File: config.mk
export PLATFORM = sky130hd
export DESIGN_NAME = collision_responder_flat
export DESIGN_NICKNAME = d
export VERILOG_FILES = /design/src/rtl/billiard_pkg.sv /design/src/rtl/collision_responder_if.sv /design/src/rtl/collision_responder_speed_step.sv /design/src/rtl/collision_responder.sv /design/src/flat_wrapper.sv
export SDC_FILE = /design/constraint.sdc
export NUM_CORES = 1
export LEC_CHECK = 0
export BUFFER_PORTS_ARGS = -buffer_cell sky130_fd_sc_hd__clkbuf_2
export CAP_MARGIN = 30
export CORE_UTILIZATION = 40
export DETAILED_ROUTE_END_ITERATION = 10
export GPL_ROUTABILITY_DRIVEN = 0
export GPL_TIMING_DRIVEN = 0
export PLACE_DENSITY = 0.69
export SLEW_MARGIN = 20
export SYNTH_ARGS = -nofsm -noshare
export SYNTH_HDL_FRONTEND = slang
export SYNTH_SLANG_ARGS = --single-unit
File: constraint.sdc
create_clock -name clk -period 8 [get_ports clk]
set_clock_uncertainty 0.15 [all_clocks]
set_input_delay 2.4 -clock clk [delete_from_list [all_inputs] [get_ports clk]]
set_output_delay 2.4 -clock clk [all_outputs]
set_load 0.02 [all_outputs]
File: src/rtl/billiard_pkg.sv
// Shared types and defaults for the billiard ball-motion blocks.
package billiard_pkg;

    localparam int DEF_NUM_BALLS = 3;
    localparam int DEF_SPEED_W   = 11;

    typedef enum logic [1:0] {
        NONE   = 2'b00,
        VERT   = 2'b01,
        HORZ   = 2'b10,
        CORNER = 2'b11
    } wall_code_t;

    typedef enum logic [2:0] {
        IDLE,
        WALL,
        PAIR,
        FRIC,
        DONE
    } resp_state_t;

    typedef logic signed [DEF_SPEED_W-1:0] speed_t;

endpackage

File: src/rtl/collision_responder_if.sv
// Collision reports in, per-ball speeds and sequencing status out.
interface collision_responder_if
    import billiard_pkg::*;
#(
    parameter int NUM_BALLS = DEF_NUM_BALLS,
    parameter int SPEED_W   = DEF_SPEED_W
);
    logic                                startOfFrame;
    logic [NUM_BALLS-1:0]                ballwall_collide;
    logic [1:0]                          collided_wall;
    logic [NUM_BALLS-1:0]                balls_collide;
    logic [1:0][3:0]                     Balls_col_ID;
    logic [NUM_BALLS-1:0]                balls_in_game;
    logic                                shot_valid;
    logic signed [SPEED_W-1:0]           shot_x_speed;
    logic signed [SPEED_W-1:0]           shot_y_speed;
    logic                                shot_ready;
    logic [NUM_BALLS-1:0][SPEED_W-1:0]   ball_x_speed;
    logic [NUM_BALLS-1:0][SPEED_W-1:0]   ball_y_speed;
    logic                                busy;
    logic                                update_done;

    modport master (
        output startOfFrame, ballwall_collide, collided_wall, balls_collide,
               Balls_col_ID, balls_in_game, shot_valid, shot_x_speed, shot_y_speed,
        input  shot_ready, ball_x_speed, ball_y_speed, busy, update_done
    );

    modport slave (
        input  startOfFrame, ballwall_collide, collided_wall, balls_collide,
               Balls_col_ID, balls_in_game, shot_valid, shot_x_speed, shot_y_speed,
        output shot_ready, ball_x_speed, ball_y_speed, busy, update_done
    );

endinterface

File: src/rtl/collision_responder_speed_step.sv
// Single speed component: saturating negate, or one step toward zero.
module speed_step
    import billiard_pkg::*;
#(
    parameter int W = $bits(speed_t)
) (
    input  logic signed [W-1:0] val_in,
    input  logic                negate,
    input  logic                toward_zero,
    output logic signed [W-1:0] val_out
);
    localparam logic signed [W-1:0] MIN_VAL = {1'b1, {(W-1){1'b0}}};
    localparam logic signed [W-1:0] MAX_VAL = {1'b0, {(W-1){1'b1}}};
    localparam logic signed [W-1:0] ONE     = {{(W-1){1'b0}}, 1'b1};

    always_comb begin
        val_out = val_in;
        if (negate) begin
            val_out = (val_in == MIN_VAL) ? MAX_VAL : -val_in;
        end else if (toward_zero && (val_in != '0)) begin
            val_out = val_in[W-1] ? (val_in + ONE) : (val_in - ONE);
        end
    end

endmodule

File: src/rtl/collision_responder.sv
// Latches per-frame collision events and, at each frame start, applies
// wall reflection, ball-ball swap, pocketing and friction to the ball speeds.
module collision_responder
    import billiard_pkg::*;
#(
    parameter int NUM_BALLS    = DEF_NUM_BALLS,
    parameter int SPEED_W      = DEF_SPEED_W,
    parameter int FRICTION_DIV = 4
) (
    input  logic                  clk,
    input  logic                  resetN,
    collision_responder_if.slave  bus
);
    localparam int               IDX_W     = (NUM_BALLS > 1) ? $clog2(NUM_BALLS) : 1;
    localparam logic [IDX_W-1:0] LAST_IDX  = IDX_W'(NUM_BALLS - 1);
    localparam logic [3:0]       NB_ID     = 4'(NUM_BALLS);
    localparam logic [3:0]       FRIC_LAST = 4'(FRICTION_DIV - 1);

    typedef logic signed [SPEED_W-1:0] spd_t;

    resp_state_t          state_q, state_d;
    logic [NUM_BALLS-1:0] pend_x_q, pend_x_d, pend_y_q, pend_y_d;
    logic [NUM_BALLS-1:0] wall_x_q, wall_x_d, wall_y_q, wall_y_d;
    logic [1:0][3:0]      pair_pend_q, pair_pend_d, pair_q, pair_d;
    logic [3:0]           frame_cnt_q, frame_cnt_d;
    logic                 fric_frame_q, fric_frame_d;
    logic [IDX_W-1:0]     idx_q, idx_d;
    spd_t                 spd_x_q [NUM_BALLS];
    spd_t                 spd_x_d [NUM_BALLS];
    spd_t                 spd_y_q [NUM_BALLS];
    spd_t                 spd_y_d [NUM_BALLS];
    spd_t                 step_x  [NUM_BALLS];
    spd_t                 step_y  [NUM_BALLS];
    logic [NUM_BALLS-1:0] do_negx, do_negy, do_dec;
    logic                 snapshot, hit_x, hit_y, pair_ok;
    logic [IDX_W-1:0]     id_a, id_b;
    wall_code_t           wall_code;

    assign snapshot  = (state_q == IDLE) && bus.startOfFrame;
    assign wall_code = wall_code_t'(bus.collided_wall);
    assign hit_x     = (wall_code == VERT) || (wall_code == CORNER);
    assign hit_y     = (wall_code == HORZ) || (wall_code == CORNER);
    assign pair_ok   = (pair_q[0] != pair_q[1]) && (pair_q[0] < NB_ID) && (pair_q[1] < NB_ID);
    assign id_a      = pair_q[0][IDX_W-1:0];
    assign id_b      = pair_q[1][IDX_W-1:0];

    // One step unit per component: negation in WALL, decrement only for the FRIC ball.
    for (genvar gi = 0; gi < NUM_BALLS; gi++) begin : g_ball
        assign do_negx[gi] = (state_q == WALL) && wall_x_q[gi];
        assign do_negy[gi] = (state_q == WALL) && wall_y_q[gi];
        assign do_dec[gi]  = (state_q == FRIC) && fric_frame_q && (idx_q == IDX_W'(gi));

        speed_step #(.W(SPEED_W)) u_step_x (
            .val_in(spd_x_q[gi]), .negate(do_negx[gi]),
            .toward_zero(do_dec[gi]), .val_out(step_x[gi])
        );
        speed_step #(.W(SPEED_W)) u_step_y (
            .val_in(spd_y_q[gi]), .negate(do_negy[gi]),
            .toward_zero(do_dec[gi]), .val_out(step_y[gi])
        );

        assign bus.ball_x_speed[gi] = spd_x_q[gi];
        assign bus.ball_y_speed[gi] = spd_y_q[gi];
    end

    always_ff @(posedge clk) begin
        if (!resetN) state_q <= IDLE;
        else         state_q <= state_d;
    end

    always_comb begin
        state_d = state_q;
        case (state_q)
            IDLE:    if (bus.startOfFrame) state_d = WALL;
            WALL:    state_d = PAIR;
            PAIR:    state_d = FRIC;
            FRIC:    if (idx_q == LAST_IDX) state_d = DONE;
            DONE:    state_d = IDLE;
            default: state_d = IDLE;
        endcase
    end

    always_comb begin
        bus.busy        = (state_q != IDLE);
        bus.update_done = (state_q == DONE);
        bus.shot_ready  = (state_q == IDLE);
    end

    // Events arriving in the snapshot cycle land in the freshly cleared pending set.
    always_comb begin
        pend_x_d     = (snapshot ? '0 : pend_x_q) | (bus.ballwall_collide & {NUM_BALLS{hit_x}});
        pend_y_d     = (snapshot ? '0 : pend_y_q) | (bus.ballwall_collide & {NUM_BALLS{hit_y}});
        pair_pend_d  = snapshot ? '0 : pair_pend_q;
        if (|bus.balls_collide) pair_pend_d = bus.Balls_col_ID;
        wall_x_d     = wall_x_q;
        wall_y_d     = wall_y_q;
        pair_d       = pair_q;
        frame_cnt_d  = frame_cnt_q;
        fric_frame_d = fric_frame_q;
        if (snapshot) begin
            wall_x_d     = pend_x_q;
            wall_y_d     = pend_y_q;
            pair_d       = pair_pend_q;
            fric_frame_d = (frame_cnt_q == 4'd0);
            frame_cnt_d  = (frame_cnt_q >= FRIC_LAST) ? 4'd0 : frame_cnt_q + 4'd1;
        end
        idx_d = (state_q == FRIC) ? idx_q + 1'b1 : '0;
    end

    always_comb begin
        for (int i = 0; i < NUM_BALLS; i++) begin
            spd_x_d[i] = spd_x_q[i];
            spd_y_d[i] = spd_y_q[i];
        end
        case (state_q)
            IDLE: begin
                if (bus.shot_valid) begin
                    spd_x_d[0] = bus.shot_x_speed;
                    spd_y_d[0] = bus.shot_y_speed;
                end
            end
            WALL: begin
                for (int i = 0; i < NUM_BALLS; i++) begin
                    spd_x_d[i] = step_x[i];
                    spd_y_d[i] = step_y[i];
                end
            end
            PAIR: begin
                if (pair_ok) begin
                    spd_x_d[id_a] = spd_x_q[id_b];
                    spd_y_d[id_a] = spd_y_q[id_b];
                    spd_x_d[id_b] = spd_x_q[id_a];
                    spd_y_d[id_b] = spd_y_q[id_a];
                end
            end
            FRIC: begin
                for (int i = 0; i < NUM_BALLS; i++) begin
                    if (idx_q == IDX_W'(i)) begin
                        spd_x_d[i] = bus.balls_in_game[i] ? step_x[i] : '0;
                        spd_y_d[i] = bus.balls_in_game[i] ? step_y[i] : '0;
                    end
                end
            end
            default: ;
        endcase
    end

    always_ff @(posedge clk) begin
        if (!resetN) begin
            pend_x_q     <= '0;
            pend_y_q     <= '0;
            wall_x_q     <= '0;
            wall_y_q     <= '0;
            pair_pend_q  <= '0;
            pair_q       <= '0;
            frame_cnt_q  <= '0;
            fric_frame_q <= 1'b0;
            idx_q        <= '0;
            for (int i = 0; i < NUM_BALLS; i++) begin
                spd_x_q[i] <= '0;
                spd_y_q[i] <= '0;
            end
        end else begin
            pend_x_q     <= pend_x_d;
            pend_y_q     <= pend_y_d;
            wall_x_q     <= wall_x_d;
            wall_y_q     <= wall_y_d;
            pair_pend_q  <= pair_pend_d;
            pair_q       <= pair_d;
            frame_cnt_q  <= frame_cnt_d;
            fric_frame_q <= fric_frame_d;
            idx_q        <= idx_d;
            for (int i = 0; i < NUM_BALLS; i++) begin
                spd_x_q[i] <= spd_x_d[i];
                spd_y_q[i] <= spd_y_d[i];
            end
        end
    end

endmodule

File: src/flat_wrapper.sv
// flat-port wrapper written by rule: the top's interface ports become plain ports
module collision_responder_flat import billiard_pkg::*;
#(
    parameter int NUM_BALLS    = DEF_NUM_BALLS,
    parameter int SPEED_W      = DEF_SPEED_W,
    parameter int FRICTION_DIV = 4
)
  (clk, resetN, bus_startOfFrame, bus_ballwall_collide, bus_collided_wall, bus_balls_collide, bus_Balls_col_ID, bus_balls_in_game, bus_shot_valid, bus_shot_x_speed, bus_shot_y_speed, bus_shot_ready, bus_ball_x_speed, bus_ball_y_speed, bus_busy, bus_update_done);
  collision_responder_if #(.NUM_BALLS(NUM_BALLS), .SPEED_W(SPEED_W)) bus_i ();
  input  logic clk;
  input  logic resetN;
  input wire logic [$bits(bus_i.startOfFrame)-1:0] bus_startOfFrame;
  input wire logic [$bits(bus_i.ballwall_collide)-1:0] bus_ballwall_collide;
  input wire logic [$bits(bus_i.collided_wall)-1:0] bus_collided_wall;
  input wire logic [$bits(bus_i.balls_collide)-1:0] bus_balls_collide;
  input wire logic [$bits(bus_i.Balls_col_ID)-1:0] bus_Balls_col_ID;
  input wire logic [$bits(bus_i.balls_in_game)-1:0] bus_balls_in_game;
  input wire logic [$bits(bus_i.shot_valid)-1:0] bus_shot_valid;
  input wire logic [$bits(bus_i.shot_x_speed)-1:0] bus_shot_x_speed;
  input wire logic [$bits(bus_i.shot_y_speed)-1:0] bus_shot_y_speed;
  output wire logic [$bits(bus_i.shot_ready)-1:0] bus_shot_ready;
  output wire logic [$bits(bus_i.ball_x_speed)-1:0] bus_ball_x_speed;
  output wire logic [$bits(bus_i.ball_y_speed)-1:0] bus_ball_y_speed;
  output wire logic [$bits(bus_i.busy)-1:0] bus_busy;
  output wire logic [$bits(bus_i.update_done)-1:0] bus_update_done;
  assign bus_i.startOfFrame = bus_startOfFrame;
  assign bus_i.ballwall_collide = bus_ballwall_collide;
  assign bus_i.collided_wall = bus_collided_wall;
  assign bus_i.balls_collide = bus_balls_collide;
  assign bus_i.Balls_col_ID = bus_Balls_col_ID;
  assign bus_i.balls_in_game = bus_balls_in_game;
  assign bus_i.shot_valid = bus_shot_valid;
  assign bus_i.shot_x_speed = bus_shot_x_speed;
  assign bus_i.shot_y_speed = bus_shot_y_speed;
  assign bus_shot_ready = bus_i.shot_ready;
  assign bus_ball_x_speed = bus_i.ball_x_speed;
  assign bus_ball_y_speed = bus_i.ball_y_speed;
  assign bus_busy = bus_i.busy;
  assign bus_update_done = bus_i.update_done;
  collision_responder #(.NUM_BALLS(NUM_BALLS), .SPEED_W(SPEED_W), .FRICTION_DIV(FRICTION_DIV)) u_core (.clk(clk), .resetN(resetN), .bus(bus_i));
endmodule
==> results.md <==
- EDFF count, synth: 0
- DRT iter0 DRCs: 2069
- Worst Setup Path Type: input port to flop
- WL/cell: 21.78 um
- Cells after Synth: 1680
- Power Density: 183.6 nW/um2
- Clk root buf: clkbuf_16
- Compound-cell area share of the yosys netlist: 0.3633
- Total grt overflow: 0
- Critical-path maximum fanout: 10
- Reg power frac: 0.276
- Worst min path class: flop to flop
- Input/output buffers: 112
- Maxcap violations: 0
- Clk sinks: 108
- LEAKAGE: 0.004844 uW
- CTS clk-pin slew, worst paths: 0.09 ns
- DRC: 0
- Simple-gate share of the synthesized area: 0.2071
- Crit path from: resetN
- CTS H-tree lvls: 3
- Chip width: 172.0 um
- R2R cell count: 10
- Combinational fraction of design power: 0.517
- Post-synth net total: 1796
- Critical Path End Type: flop
- Final worst slack: 3.459 ns
- Core area: 28090 um2
- Placed Cells: 2170
- All-layer global routing usage: 0.3176
- Clock share of power: 0.207
- Setup WS pre-CTS: 3.338 ns
- # IOs: 114
- Worst Setup Start Kind: input port
- Worst skew pair latency: 0.38 ns
- Data required, critical path: 8.17 ns
- Vias in the first global route: 12800
- Fmax achieved: 220.2 MHz
- DR vias/cell: 6.536
- Fin. max-slew vios: 0
- Initial antenna violation count: 0
- CTS buffer count: 9
- FF-to-FF End: u_core.spd_x_q[2][10]
- First-pass DRT Iterations: 7
- Ant diodes: 0
- NetSw: 1125 uW
- Sequential share of the synthesized area: 0.1871
- Post-CTS Resized: 0
- First-pass GRT wire length: 71840 um
- Combinational family with the most area after synthesis: compound AO/OA/AOI/OAI gates
- Longest Clk Path Bufs: 2
- Initial cell density of the core: 0.4114
- Layout cell share with drive strength beyond 1: 0.1100
- Cell Area, Synth: 11560 um2
- FFs w/ async S/R, synth: 0
- Cell Count, Final, Fillers Out: 2187
- Buffer count from post-CTS setup fixing: 0
- Multiplexer share of the synthesized area: 0.05468
- Final TNS setup: 0 ns
- Number of library cell types mapped by synthesis: 87
- Post-Synth XOR/XNOR Area: 0.04093
- Adder-Cell Fraction of Synth Area: 0.08077
- WL final: 47630 um
- Die height: 172.0 um
- Routed Antenna Nets: 0
- Min cycle time layout: 4.541 ns
- Most common flop cell mapped by yosys: dfxtp_1
- Sw Ratio: 0.4748
- Synth Register Bits: 108
- RSZ-0062 raised after global routing: false
- Hold Vio Cnt, Final: 0
- Setup slack, reg-to-reg: 4.66 ns
- Syn-to-layout area delta: 11.68%
- Syn avg cell area: 6.879 um2
- Yosys warns: 0
- RR Startpoint: u_core.spd_x_q[2][10]
- Die ar.: 29570 um2
- Peak VDD IR: 0.0001408 V
- Worst Max-Slew Pin Slew: 1.028 ns
- CP endpoint: u_core.spd_x_q[1][9]
- Post-CTS Hold Buffers: 0
- Slew HR: 0.3148
- Final setup viols: 0
- Pin count of the biggest net entering global routing: 23
- TritonCTS clock tree: built
- Post-DP HPWL: 36270 um
- Status: finished clean
- Floorplan row count: 61
- Fin nets: 1920
- Internal cell power: 1244 uW
- Vias: 14300
- Final Cycle Share: 0.5677
- Worst Path Arrival: 4.71 ns
==> how the worst min path moves through the flow <==
| stage | start | endpoint | slack [ns] | cells after the start |
|---|---|---|---|---|
| floorplan | u_core.idx_q[0] | u_core.idx_q[0] | 0.28 | 1 |
| global placement | u_core.pair_pend_q[2] | u_core.pair_q[2] | 0.29 | 2 |
| detailed placement | u_core.pend_y_q[1] | u_core.wall_y_q[1] | 0.30 | 2 |
| CTS | u_core.idx_q[0] | u_core.idx_q[0] | 0.31 | 1 |
| global route | u_core.pend_y_q[1] | u_core.wall_y_q[1] | 0.33 | 2 |
| finish | u_core.pair_pend_q[2] | u_core.pair_q[2] | 0.31 | 2 |
==> cells in the final DEF (no fill, tap or decap), drive strengths merged, types with 9 or more instances in the layout <==
cell type | synthesis | routed
clkbuf | 109 | 231
mux2i | 53 | 53
o21a | 16 | 16
xnor2 | 31 | 31
a31oi | 29 | 29
dfxtp | 108 | 108
a22oi | 12 | 12
nand3 | 42 | 42
nand2b | 17 | 17
buf | 34 | 34
nor2 | 158 | 158
xor2 | 23 | 23
inv | 43 | 47
nor4 | 14 | 14
a211oi | 22 | 22
o211ai | 34 | 34
nand2 | 152 | 152
or3 | 11 | 11
a221oi | 24 | 24
o21bai | 11 | 11
ha | 65 | 65
and2 | 13 | 13
mux2 | 9 | 9
o22ai | 19 | 19
and3 | 14 | 14
a21oi | 269 | 269
o21ai | 183 | 183
a21o | 16 | 16
nor3 | 38 | 38
==> power by group through the flow <==
stage	registers, uW	clock network, uW	logic [uW]
after global placement	660	0	1150
after global routing	657	508	1320
after CTS	649	489	1180
final	653	491	1220
after detailed placement	662	0	1170
after floorplan	673	0	821
==> routing by layer <==
layer,GRT usage,vias to the layer above,routed length [um]
li1,-,6477,-
met1,0.4194,6570,18760
met2,0.4679,1008,19260
met3,0.08492,238,6548
met4,0.1705,2,3046
met5,0,-,23
==> state kept, by name, summed over array words and instances (netlist names), named ones only <==
| signal | flops |
|---|---|
| u_core.spd_x_q | 33 |
| u_core.spd_y_q | 33 |
| u_core.pair_pend_q | 8 |
| u_core.frame_cnt_q | 4 |
| u_core.pair_q | 4 |
| u_core.pend_x_q | 3 |
| u_core.pend_y_q | 3 |
| u_core.state_q | 3 |
| u_core.wall_x_q | 3 |
| u_core.wall_y_q | 3 |
| u_core.id_a | 2 |
| u_core.id_b | 2 |
| u_core.idx_q | 2 |
| u_core.fric_frame_q | 1 |
==> worst max-delay path, stage by stage <==
cell	delay, ns
clkbuf_1	0.40
clkbuf_1	0.71
clkbuf_1	0.81
o21ai_0	0.22
a21oi_1	0.17
==> cells in the mapped netlist, drive strengths merged (24+ instances only) <==
library cell / instances / area, um2
a21oi: 269 / 1354
o211ai: 34 / 255.2
inv: 43 / 161.4
buf: 34 / 182.7
dfxtp: 108 / 2162
nand3: 42 / 210.2
nor2: 158 / 598.1
clkbuf: 109 / 420.4
a221oi: 24 / 222.7
a31oi: 29 / 187.7
xnor2: 31 / 271.5
mux2i: 53 / 530.5
o21ai: 183 / 923.4
nor3: 38 / 206.5
ha: 65 / 813.3
nand2: 152 / 573.1
==> metrics by stage <==
step | hold slack (ns) | utilization | power, uW | cell area, um2
6_report | 0.3089 | 0.4595 | 2369 | 12910
5_1_grt | 0.3267 | 0.4595 | 2485 | 12910
4_1_cts | 0.3095 | 0.4593 | 2315 | 12900
3_5_place_dp | 0.2964 | 0.4482 | 1832 | 12590
3_3_place_gp | 0.2939 | 0.4482 | 1808 | 12590
2_1_floorplan | 0.2792 | - | 1494 | 11560
==> kinds of logic after synthesis <==
group | after synthesis
flip-flops | 108
adder cells (fa/ha/maj) | 71
AO/OA/AOI/OAI | 696
XOR/XNOR | 54
AND/OR/NAND/NOR | 503
buffers and inverters | 186
multiplexers | 62
==> area by class of cell <==
| type | count | area (um2) |
|---|---|---|
| tap | 378 | 473.0 |
| inverter | 43 | 161.4 |
| timing repair buffer | 113 | 565.5 |
| clock inverter | 7 | 86.33 |
| fill | 3009 | 15180 |
| clock buffer | 9 | 225.2 |
| sequential | 108 | 2162 |
| multi-input combinational | 1386 | 8630 |
| buffer | 143 | 603.1 |
Power figures use the tool's default switching activity.
